==> config.mk <==
export PLATFORM = sky130hd
export DESIGN_NAME = veerwolf_uart_stim_tx
export DESIGN_NICKNAME = d
export VERILOG_FILES = /design/src/rtl/veerwolf_uart_pkg.sv /design/src/rtl/veerwolf_uart_tx_fifo.sv /design/src/rtl/veerwolf_uart_stim_tx.sv
export SDC_FILE = /design/constraint.sdc
export NUM_CORES = 1
export LEC_CHECK = 0
export CORE_MARGIN = 3
export CORE_UTILIZATION = 35
export DETAILED_ROUTE_END_ITERATION = 8
export SETUP_SLACK_MARGIN = 0.2
export SLEW_MARGIN = 5
export SYNTH_ARGS = -nofsm -noshare
export SYNTH_HDL_FRONTEND = slang
export SYNTH_SLANG_ARGS = --single-unit
==> constraint.sdc <==
create_clock -name clk -period 8.5 [get_ports clk]
set_clock_uncertainty 0.05 [all_clocks]
set_input_delay 1.7 -clock clk [delete_from_list [all_inputs] [get_ports clk]]
set_output_delay 1.7 -clock clk [all_outputs]
set_load 0.005 [all_outputs]
==> src/rtl/veerwolf_uart_pkg.sv <==
// -----------------------------------------------------------------------------
// veerwolf_uart_pkg
// Shared types and helpers for the bench-side UART stimulus transmitter.
//   tx_state_t      : transmitter FSM states
//   UART_DATA_BITS  : data bits per frame
//   UART_IDLE_LEVEL : level of the serial line when nothing is being sent
//   frame_len()     : bit periods per frame (10 for 8N1, 11 for 8E1)
//   even_parity()   : even-parity bit over one data byte
// -----------------------------------------------------------------------------
package veerwolf_uart_pkg;

    typedef enum logic [2:0] {
        ST_IDLE   = 3'd0,
        ST_START  = 3'd1,
        ST_DATA   = 3'd2,
        ST_PARITY = 3'd3,
        ST_STOP   = 3'd4
    } tx_state_t;

    localparam int unsigned UART_DATA_BITS  = 8;
    localparam logic        UART_IDLE_LEVEL = 1'b1;

    function automatic int unsigned frame_len(input logic parity_en);
        if (parity_en) begin
            return 32'd11;
        end else begin
            return 32'd10;
        end
    endfunction

    // XOR of all data bits makes the total count of ones even.
    function automatic logic even_parity(input logic [UART_DATA_BITS-1:0] data);
        return ^data;
    endfunction

endpackage

==> src/rtl/veerwolf_uart_tx_fifo.sv <==
// -----------------------------------------------------------------------------
// veerwolf_uart_tx_fifo
// Synchronous byte FIFO feeding the UART transmitter.
// Ports:
//   clk, rstn  : clock and asynchronous active-low reset
//   push_i     : write data_i (ignored while full)
//   data_i     : byte to store
//   pop_i      : discard the head entry (ignored while empty)
//   data_o     : head entry (valid while !empty_o)
//   full_o     : level_o == FIFO_DEPTH
//   empty_o    : level_o == 0
//   level_o    : occupancy, 0..FIFO_DEPTH
// FIFO_DEPTH must be a power of two so the pointers wrap naturally.
// -----------------------------------------------------------------------------
module veerwolf_uart_tx_fifo
    import veerwolf_uart_pkg::*;
#(
    parameter int FIFO_DEPTH = 16,
    localparam int AW = $clog2(FIFO_DEPTH)
) (
    input  logic                      clk,
    input  logic                      rstn,
    input  logic                      push_i,
    input  logic [UART_DATA_BITS-1:0] data_i,
    input  logic                      pop_i,
    output logic [UART_DATA_BITS-1:0] data_o,
    output logic                      full_o,
    output logic                      empty_o,
    output logic [AW:0]               level_o
);

    typedef logic [AW-1:0] ptr_t;
    typedef logic [AW:0]   lvl_t;

    localparam lvl_t DEPTH_LVL = lvl_t'(FIFO_DEPTH);

    logic [UART_DATA_BITS-1:0] mem_q [FIFO_DEPTH];
    ptr_t wr_ptr_q;
    ptr_t rd_ptr_q;
    lvl_t level_q;
    logic do_push_s;
    logic do_pop_s;

    assign full_o    = (level_q == DEPTH_LVL);
    assign empty_o   = (level_q == lvl_t'(0));
    assign do_push_s = push_i && !full_o;
    assign do_pop_s  = pop_i && !empty_o;
    assign data_o    = mem_q[rd_ptr_q];
    assign level_o   = level_q;

    // Pointer and occupancy tracking; simultaneous push and pop keep the level.
    always_ff @(posedge clk or negedge rstn) begin
        if (!rstn) begin
            wr_ptr_q <= ptr_t'(0);
            rd_ptr_q <= ptr_t'(0);
            level_q  <= lvl_t'(0);
        end else begin
            if (do_push_s) begin
                wr_ptr_q <= wr_ptr_q + ptr_t'(1);
            end
            if (do_pop_s) begin
                rd_ptr_q <= rd_ptr_q + ptr_t'(1);
            end
            case ({do_push_s, do_pop_s})
                2'b10:   level_q <= level_q + lvl_t'(1);
                2'b01:   level_q <= level_q - lvl_t'(1);
                default: level_q <= level_q;
            endcase
        end
    end

    // Storage array; contents need no reset because the pointers define validity.
    always_ff @(posedge clk) begin
        if (do_push_s) begin
            mem_q[wr_ptr_q] <= data_i;
        end
    end

endmodule

==> src/rtl/veerwolf_uart_stim_tx.sv <==
// -----------------------------------------------------------------------------
// veerwolf_uart_stim_tx
// Bench-side UART transmitter driving the SoC console receive line.
// Bytes enter through a valid/ready port into a FIFO and are sent LSB first
// as 8N1 frames, DIVISOR clocks per bit, with no gap between queued frames.
// Optional feature: define VEERWOLF_UART_TX_PARITY_EN to insert an even-parity
// bit between data bit 7 and the stop bit (8E1, 11 bit periods per frame).
// Ports:
//   clk, rstn  : clock and asynchronous active-low reset
//   i_data     : byte to transmit
//   i_valid    : i_data is valid; accepted on a clock edge with o_ready high
//   o_ready    : FIFO has room
//   o_uart_tx  : registered serial line, idle high
//   o_busy     : a frame is in progress or bytes are queued
//   o_level    : FIFO occupancy, 0..FIFO_DEPTH
// -----------------------------------------------------------------------------
module veerwolf_uart_stim_tx
    import veerwolf_uart_pkg::*;
#(
    parameter int DIVISOR    = 868,
    parameter int FIFO_DEPTH = 16,
    localparam int AW = $clog2(FIFO_DEPTH)
) (
    input  logic        clk,
    input  logic        rstn,
    input  logic [7:0]  i_data,
    input  logic        i_valid,
    output logic        o_ready,
    output logic        o_uart_tx,
    output logic        o_busy,
    output logic [AW:0] o_level
);

    typedef logic [15:0] cnt_t;

    localparam cnt_t       BAUD_RELOAD = cnt_t'(DIVISOR - 1);
    localparam logic [2:0] LAST_BIT    = 3'(UART_DATA_BITS - 1);

    tx_state_t                 state_q;
    tx_state_t                 state_d;
    cnt_t                      cnt_q;
    cnt_t                      cnt_d;
    logic [UART_DATA_BITS-1:0] shift_q;
    logic [UART_DATA_BITS-1:0] shift_d;
    logic [2:0]                idx_q;
    logic [2:0]                idx_d;
`ifdef VEERWOLF_UART_TX_PARITY_EN
    logic                      par_q;
    logic                      par_d;
`endif
    logic                      tx_q;
    logic                      busy_q;

    logic                      line_s;
    logic                      push_s;
    logic                      pop_s;
    logic [UART_DATA_BITS-1:0] fifo_data_s;
    logic                      fifo_full_s;
    logic                      fifo_empty_s;

    assign o_ready   = !fifo_full_s;
    assign push_s    = i_valid && o_ready;
    assign o_uart_tx = tx_q;
    assign o_busy    = busy_q;

    veerwolf_uart_tx_fifo #(
        .FIFO_DEPTH (FIFO_DEPTH)
    ) u_fifo (
        .clk     (clk),
        .rstn    (rstn),
        .push_i  (push_s),
        .data_i  (i_data),
        .pop_i   (pop_s),
        .data_o  (fifo_data_s),
        .full_o  (fifo_full_s),
        .empty_o (fifo_empty_s),
        .level_o (o_level)
    );

    // Frame sequencing: next state, baud counter, shifter and line level.
    always_comb begin
        state_d = state_q;
        cnt_d   = cnt_q;
        shift_d = shift_q;
        idx_d   = idx_q;
`ifdef VEERWOLF_UART_TX_PARITY_EN
        par_d   = par_q;
`endif
        pop_s   = 1'b0;
        line_s  = UART_IDLE_LEVEL;

        case (state_q)
            ST_IDLE: begin
                line_s = UART_IDLE_LEVEL;
                if (!fifo_empty_s) begin
                    pop_s   = 1'b1;
                    shift_d = fifo_data_s;
`ifdef VEERWOLF_UART_TX_PARITY_EN
                    par_d   = even_parity(fifo_data_s);
`endif
                    cnt_d   = BAUD_RELOAD;
                    state_d = ST_START;
                end else begin
                    cnt_d   = cnt_t'(0);
                end
            end

            ST_START: begin
                line_s = 1'b0;
                if (cnt_q == cnt_t'(0)) begin
                    cnt_d   = BAUD_RELOAD;
                    idx_d   = 3'd0;
                    state_d = ST_DATA;
                end else begin
                    cnt_d   = cnt_q - cnt_t'(1);
                end
            end

            ST_DATA: begin
                line_s = shift_q[0];
                if (cnt_q == cnt_t'(0)) begin
                    cnt_d   = BAUD_RELOAD;
                    shift_d = shift_q >> 1;
                    if (idx_q == LAST_BIT) begin
`ifdef VEERWOLF_UART_TX_PARITY_EN
                        state_d = ST_PARITY;
`else
                        state_d = ST_STOP;
`endif
                    end else begin
                        idx_d   = idx_q + 3'd1;
                    end
                end else begin
                    cnt_d   = cnt_q - cnt_t'(1);
                end
            end

`ifdef VEERWOLF_UART_TX_PARITY_EN
            ST_PARITY: begin
                line_s = par_q;
                if (cnt_q == cnt_t'(0)) begin
                    cnt_d   = BAUD_RELOAD;
                    state_d = ST_STOP;
                end else begin
                    cnt_d   = cnt_q - cnt_t'(1);
                end
            end
`endif

            ST_STOP: begin
                line_s = UART_IDLE_LEVEL;
                if (cnt_q == cnt_t'(0)) begin
                    // A queued byte starts immediately so frames run back to back.
                    if (!fifo_empty_s) begin
                        pop_s   = 1'b1;
                        shift_d = fifo_data_s;
`ifdef VEERWOLF_UART_TX_PARITY_EN
                        par_d   = even_parity(fifo_data_s);
`endif
                        cnt_d   = BAUD_RELOAD;
                        state_d = ST_START;
                    end else begin
                        cnt_d   = cnt_t'(0);
                        state_d = ST_IDLE;
                    end
                end else begin
                    cnt_d   = cnt_q - cnt_t'(1);
                end
            end

            default: begin
                line_s  = UART_IDLE_LEVEL;
                cnt_d   = cnt_t'(0);
                state_d = ST_IDLE;
            end
        endcase
    end

    // State registers; the line and busy flag are registered from the current
    // state, so both trail the FSM by one clock and stay aligned with each other.
    always_ff @(posedge clk or negedge rstn) begin
        if (!rstn) begin
            state_q <= ST_IDLE;
            cnt_q   <= cnt_t'(0);
            shift_q <= {UART_DATA_BITS{1'b0}};
            idx_q   <= 3'd0;
`ifdef VEERWOLF_UART_TX_PARITY_EN
            par_q   <= 1'b0;
`endif
            tx_q    <= UART_IDLE_LEVEL;
            busy_q  <= 1'b0;
        end else begin
            state_q <= state_d;
            cnt_q   <= cnt_d;
            shift_q <= shift_d;
            idx_q   <= idx_d;
`ifdef VEERWOLF_UART_TX_PARITY_EN
            par_q   <= par_d;
`endif
            tx_q    <= line_s;
            busy_q  <= (state_q != ST_IDLE) || !fifo_empty_s;
        end
    end

endmodule
==> impl_metrics.py, run 1 <==
metrics = {
    "synth": {
        "synth_nets": 494,
        "synth.largest_area_cell": "edfxtp_1",
        "synth_cell_types": 61,
        "synth_top_area_share_pct": 51.9,
        "yosysWarnings": 0,
        "synth-edff-count": 128,
        "ys_seq_area_share_pct": 67.2,
        "avgSynthCellArea_um2": 15.7,
        "synth_cells": 472,
        "yosys_register_bits": 173,
        "synthesis.area_um2": 7400,
        "async_flop_share_pct": 26.0,
        "synthFlopType": "edfxtp_1",
        "synthTopCellsByArea": "edfxtp_1 52%, dfrtp_1 15%, mux4_2 9.7%",
    },
    "setup_path": {
        "worstPathCellList": "or3_1 -> or3b_2 -> clkdlybuf4s50_1",
        "slowest_delay_ns": 0.46,
        "worstPathMaxFanout": 8,
        "cp.arrival_ns": 2.22,
        "crit_type": "reg2out",
        "worstSetupStartpointType": "register",
        "cp-end-kind": "output port",
        "slowest_stage": "dfrtp_1",
        "worstPathRequired_ns": 6.75,
    },
    "die": {
        "initial_core_util_pct": 36.1,
        "rows": 52,
        "ioPinCount": 19,
        "core-area_um2": 20500,
        "fp.dieW_um": 151,
        "die_y_um": 151,
        "die-area_um2": 22900,
    },
    "placed_design": {
        "io_buffers": 18,
        "place.gp.congestion": 0.791,
        "place_area_um2": 7820,
        "hpwl_um": 9270,
    },
    "cts": {
        "postCtsSetupBuffers": 0,
        "clkSinkCount": 173,
        "clock_latency_ns": 0.42,
        "cts.path.max_buffers": 2,
        "cts_made_buffers": 17,
        "clk_pin_slew_ns": 0.06,
        "root_buffer": "clkbuf_16",
        "cts_resized": 0,
        "htree_levels": 4,
        "cts_tree": "yes",
        "holdBufCountCts": 0,
    },
    "pwr": {
        "pwr-share-seq_pct": 45.8,
        "power_frac_comb_pct": 24.4,
        "max-vdd-ir-drop_mv": 0.149,
        "leakagePower_nw": 2.88,
        "switchingPower_w": 0.000790,
        "intPower_w": 0.00181,
        "p_sw_share_pct": 30.3,
        "clkPwrFrac_pct": 29.9,
        "power_density_nw_per_um2": 310,
    },
    "route": {
        "vias": 3981,
        "finalWirelength_um": 14400,
        "antenna_left": 0,
        "via_per_inst": 5.16,
        "first_pass_iters": 4,
        "avgRoutedWirePerCell_um": 18.7,
        "drt_iter0_drc": 255,
        "drc": 0,
    },
    "final_layout": {
        "nets": 510,
        "syn_to_final_growth_pct": 13.6,
        "stdcell_area_um2": 8410,
        "mostFrequentLayoutCells": "128 x edfxtp_1, 48 x nor2_1, 42 x dfrtp_1",
        "multi_input_area_um2": 2290,
        "seqCellArea_um2": 4970,
        "drive_gt1_share_pct": 18.6,
        "fill_cells": 1819,
        "final_common_cell": "edfxtp_1",
        "num_antenna_cells": 0,
    },
    "flow_run": {
        "drv_cap": 0,
    },
    "worst_hold_path": {
        "hold_path_class": "reg2reg",
    },
    "sta": {
        "max_freq_ghz": 0.252,
        "rsz0062_at_grt": "no",
        "setup_viol": 0,
        "timing.slew.headroom_pct": 24.9,
        "tns_ns": 0,
        "finalCritPeriodShare_pct": 46.7,
        "period_needed_ns": 3.97,
        "worstMarginPinSlew_ns": 1.12,
        "hold_viol": 0,
        "slew_viol_final": 0,
    },
    "global_routing": {
        "grt_pass1_vias": 4216,
        "antenna_found_initial": 0,
        "grt_pass1_wl_um": 23400,
        "track_usage_pct": 13.6,
        "grt_max_degree": 46,
        "grt_overflow": 0,
    },
    "run_status": {
        "status": "completed",
    },
}
flip-flops by register name (all words and copies together) (netlist names):
name	flops
o_uart_tx	1
o_busy	1
u_fifo.level_o	5
u_fifo.rd_ptr_q	4
idx_q	3
u_fifo.wr_ptr_q	4
shift_q	8
cnt_q	16
u_fifo.mem_q	128
state_q	3
per-layer routing:
metal / track usage [%] / share of wire (%) / wire length [µm]
met5: 0 / 0 / 0
met4: 4.31 / 0.86 / 124
met3: 2.96 / 4.7 / 672
met2: 22.0 / 48 / 6930
met1: 18.5 / 46 / 6680
power groups by stage:
stage / Combinational (W) / Sequential [W] / Clock, W
floorplan: 0.000521 / 0.00114 / 0
global placement: 0.000629 / 0.00120 / 0
detailed placement: 0.000642 / 0.00121 / 0
CTS: 0.000645 / 0.00119 / 0.000796
global route: 0.000710 / 0.00121 / 0.000831
finish: 0.000635 / 0.00119 / 0.000778
synthesized netlist by cell type, types with 3 or more instances:
master and number:
nand3b_1 3, clkbuf_1 10, or4_1 4, o21ai_0 10
buf_1 4, nand4_1 4, nor2_1 48, nand2_1 18
a22oi_1 16, a21oi_2 8, nor3_1 5, mux2_2 3
and2_1 3, nor2b_1 4, mux4_2 32, a21oi_1 26
nand3_1 3, inv_1 9, dfrtp_1 44, buf_2 5
edfxtp_1 128, xor2_1 11, ha_1 11, xnor2_1 13
nand2b_1 4
worst max-delay path: cells and delay by family, from the launching register on:
| kind | cells | cell delay (ns) |
|---|---|---|
| flops | 1 | 0.46 |
| buf+inv | 1 | 0.46 |
| simple gates | 2 | 0.88 |
cell families (layout without fill, tap and decap cells):
kind of cell,count (synthesis),count (layout),share of synthesized area (%)
DFF,173,173,67.2
buffers and inverters,31,60,1.91
AOI/OAI and AO/OA,81,81,7.49
xor gates and xnor gates,24,24,2.84
muxes,35,35,10.2
and+or+nand+nor,117,117,8.55
adders and majority gates,11,11,1.86
final timing paths:
kind / slack, ns / cells past startpoint / from / to
min in group asynchronous: 1.42 / 1 / rstn / state_q[2]
hold reg to reg: 0.48 / 2 / shift_q[4] / shift_q[4]
max in group asynchronous: 6.28 / 1 / rstn / u_fifo.rd_ptr_q[0]
hold / removal: 0.48 / 2 / shift_q[4] / shift_q[4]
setup reg to reg: 5.09 / 13 / cnt_q[0] / u_fifo.level_o[4]
setup / recovery: 4.53 / 3 / u_fifo.level_o[1] / o_ready
stage by stage:
step           cells  hold slack [ns]  utilization (%)  total power [W]  setup slack (ns)
2_1_floorplan    472            0.427                -          0.00166              5.18
6_report         771            0.478             41.0          0.00260              4.53
5_1_grt          771            0.502             41.0          0.00275              4.46
3_5_place_dp     739            0.458             38.1          0.00185              4.32
3_3_place_gp     739            0.444             38.1          0.00183              4.39
4_1_cts          771            0.479             41.0          0.00263              4.52
area by class of cell:
| cell class | instances | area share, % |
|---|---|---|
| Sequential cell | 173 | 59.1 |
| Multi-Input combinational cell | 268 | 27.2 |
| Clock buffer | 19 | 5.27 |
| Tap cell | 270 | 4.02 |
| Timing Repair Buffer | 19 | 2.17 |
| Clock inverter | 13 | 1.80 |
| Inverter | 9 | 0.402 |
Note: power is estimated with default switching activity, not from simulation.
==> inputs of run 2 (changes only) <==
==> constraint.sdc (replaced) <==
create_clock -name clk -period 3.45 [get_ports clk]
set_clock_uncertainty 0.05 [all_clocks]
set_input_delay 0.69 -clock clk [delete_from_list [all_inputs] [get_ports clk]]
set_output_delay 0.69 -clock clk [all_outputs]
set_load 0.005 [all_outputs]
==> impl_metrics.py, run 2 (synthesized netlist as in run 1, its figures left out) <==
metrics = {
    "pwr": {
        "intPower_w": 0.00436,
        "power_frac_comb_pct": 26.8,
        "clkPwrFrac_pct": 28.4,
        "pwr-share-seq_pct": 44.8,
        "max-vdd-ir-drop_mv": 0.413,
        "power_density_nw_per_um2": 747,
        "design_power_total_w": 0.00637,
        "leakagePower_nw": 2.98,
        "switchingPower_w": 0.00201,
        "p_sw_share_pct": 31.6,
    },
    "sta": {
        "fin_ws_ns": 0.429,
        "worstMarginPinSlew_ns": 1.02,
        "max_freq_ghz": 0.331,
        "hold_viol": 0,
        "slew_viol_final": 0,
        "finalCritPeriodShare_pct": 87.6,
        "setup_viol": 0,
        "tns_ns": 0,
        "timing.slew.headroom_pct": 32.1,
        "period_needed_ns": 3.02,
        "rsz0062_at_grt": "no",
    },
    "die": {
        "fp.dieW_um": 151,
        "die_y_um": 151,
        "die-area_um2": 22900,
        "core-area_um2": 20500,
        "ioPinCount": 19,
        "initial_core_util_pct": 36.1,
        "rows": 52,
    },
    "worst_hold_path": {
        "hold_path_class": "in2async",
    },
    "route": {
        "vias": 4111,
        "drc": 0,
        "drt_iter0_drc": 296,
        "antenna_left": 0,
        "first_pass_iters": 5,
        "finalWirelength_um": 14700,
        "via_per_inst": 5.20,
        "avgRoutedWirePerCell_um": 18.6,
    },
    "placed_design": {
        "io_buffers": 18,
        "place_area_um2": 7970,
        "place.gp.congestion": 0.809,
        "post-place-ws_ns": 0.342,
        "hpwl_um": 9460,
    },
    "cts": {
        "htree_levels": 4,
        "cts.path.max_buffers": 2,
        "clk_pin_slew_ns": 0.07,
        "clock_latency_ns": 0.42,
        "holdBufCountCts": 0,
        "postCtsSetupBuffers": 0,
        "clkSinkCount": 173,
        "cts_made_buffers": 17,
        "root_buffer": "clkbuf_16",
        "cts_tree": "yes",
    },
    "setup_path": {
        "worstPathMaxFanout": 9,
        "slowest_delay_ns": 0.46,
        "cp.arrival_ns": 3.27,
        "cp_top_family": "simple AND/OR/NAND/NOR gates",
        "worstPathRequired_ns": 3.70,
        "rr_startpoint": "u_fifo.level_o[1]",
        "crit_start": "u_fifo.level_o[1]",
        "slowest_stage": "dfrtp_2",
        "cp-end-kind": "register",
        "crit_top_cell": "xor2_1",
        "crit_buf_inv": 1,
        "worstPathCellList": "or3_1 -> or3b_2 -> and2_2 -> inv_1 -> ha_2 -> xor2_1 -> ha_1 -> nand3b_1 -> o21ai_0 -> a221oi_1 -> nor2_1 -> xor2_1",
        "crit_type": "reg2reg",
        "worstSetupStartpointType": "register",
    },
    "run_status": {
        "status": "completed",
    },
    "global_routing": {
        "antenna_found_initial": 0,
        "grt_pass1_vias": 4187,
        "grt_pass1_wl_um": 23500,
        "grt_max_degree": 46,
        "track_usage_pct": 13.9,
        "grt_overflow": 0,
    },
    "final_layout": {
        "top_register": "u_fifo.mem_q",
        "syn_to_final_growth_pct": 15.2,
        "drive_gt1_share_pct": 22.1,
        "num_antenna_cells": 0,
        "stdcell_area_um2": 8530,
        "largest_reg_flops": 128,
        "mostFrequentLayoutCells": "128 x edfxtp_1, 48 x nor2_1, 42 x dfrtp_1",
        "nets": 530,
        "top_regs": "u_fifo.mem_q (128), cnt_q (16), shift_q (8)",
        "final_common_cell": "edfxtp_1",
    },
    "flow_run": {
        "drv_cap": 0,
    },
}
==> run 2: cell types whose count changed in the layout (fill, tap and decap cells not counted), sizes merged <==
| cell | before | now |
|---|---|---|
| bufinv | 2 | 0 |
| clkinv | 4 | 5 |
| clkbuf | 19 | 18 |
| inv | 15 | 18 |
| clkinvlp | 1 | 0 |
| buf | 2 | 22 |
==> run 2: power by group through the flow <==
| stage | Clock, W | Combinational [W] | Sequential [W] |
|---|---|---|---|
| floorplan | 0 | 0.00128 | 0.00281 |
| global placement | 0 | 0.00170 | 0.00287 |
| detailed placement | 0 | 0.00174 | 0.00289 |
| CTS | 0.00186 | 0.00174 | 0.00285 |
| global route | 0.00195 | 0.00189 | 0.00290 |
| finish | 0.00181 | 0.00171 | 0.00285 |
==> run 2: cell type report <==
class | count | area (µm²)
repair buffers | 39 | 333
fillers | 1843 | 12000
well taps | 270 | 338
clock buffers | 18 | 429
multi-input cells | 268 | 2300
inverters | 9 | 33.8
clock inverters | 14 | 123
flip-flops and latches | 173 | 4970
==> run 2: metrics by stage <==
step                hold WS, ns  instances  util (%)
floorplan                 0.344        472         -
detailed placement        0.453        759      38.9
CTS                       0.412        791      41.6
global route              0.462        791      41.6
global placement          0.442        759      38.9
finish                    0.394        791      41.6
==> run 2: final timing paths <==
check | to | slack [ns] | cells after the start
hold / removal | state_q[0] | 0.39 | 1
max in group asynchronous | u_fifo.rd_ptr_q[0] | 2.27 | 1
min in group clk | idx_q[2] | 0.47 | 1
setup / recovery | u_fifo.level_o[4] | 0.43 | 12
hold reg to reg | idx_q[2] | 0.47 | 1
setup reg to reg | u_fifo.level_o[4] | 0.43 | 12
==> run 2: per-layer routing <==
layer | up-vias | global-route usage (%) | share of wire (%)
li1 | 1895 | - | -
met1 | 2116 | 18.8 | 45
met2 | 88 | 22.3 | 49
met3 | 12 | 3.05 | 5.0
met4 | 0 | 4.44 | 1.4
met5 | - | 0 | 0
==> run 2: worst register-to-register path, stage by stage, from the launching register on <==
cell      delay [ns]
dfrtp_2         0.46
or3_1           0.40
or3b_2          0.46
and2_2          0.28
inv_1           0.10
ha_2            0.22
xor2_1          0.08
ha_1            0.21
nand3b_1        0.08
o21ai_0         0.07
a221oi_1        0.26
nor2_1          0.08
xor2_1          0.14
==> run 2: repair_timing <==
action | 4_1_cts | 5_1_grt
setup endpoints to repair | 0 | 2
gates resized for setup | 0 | 4
endpoints found under the hold margin | 0 | 0
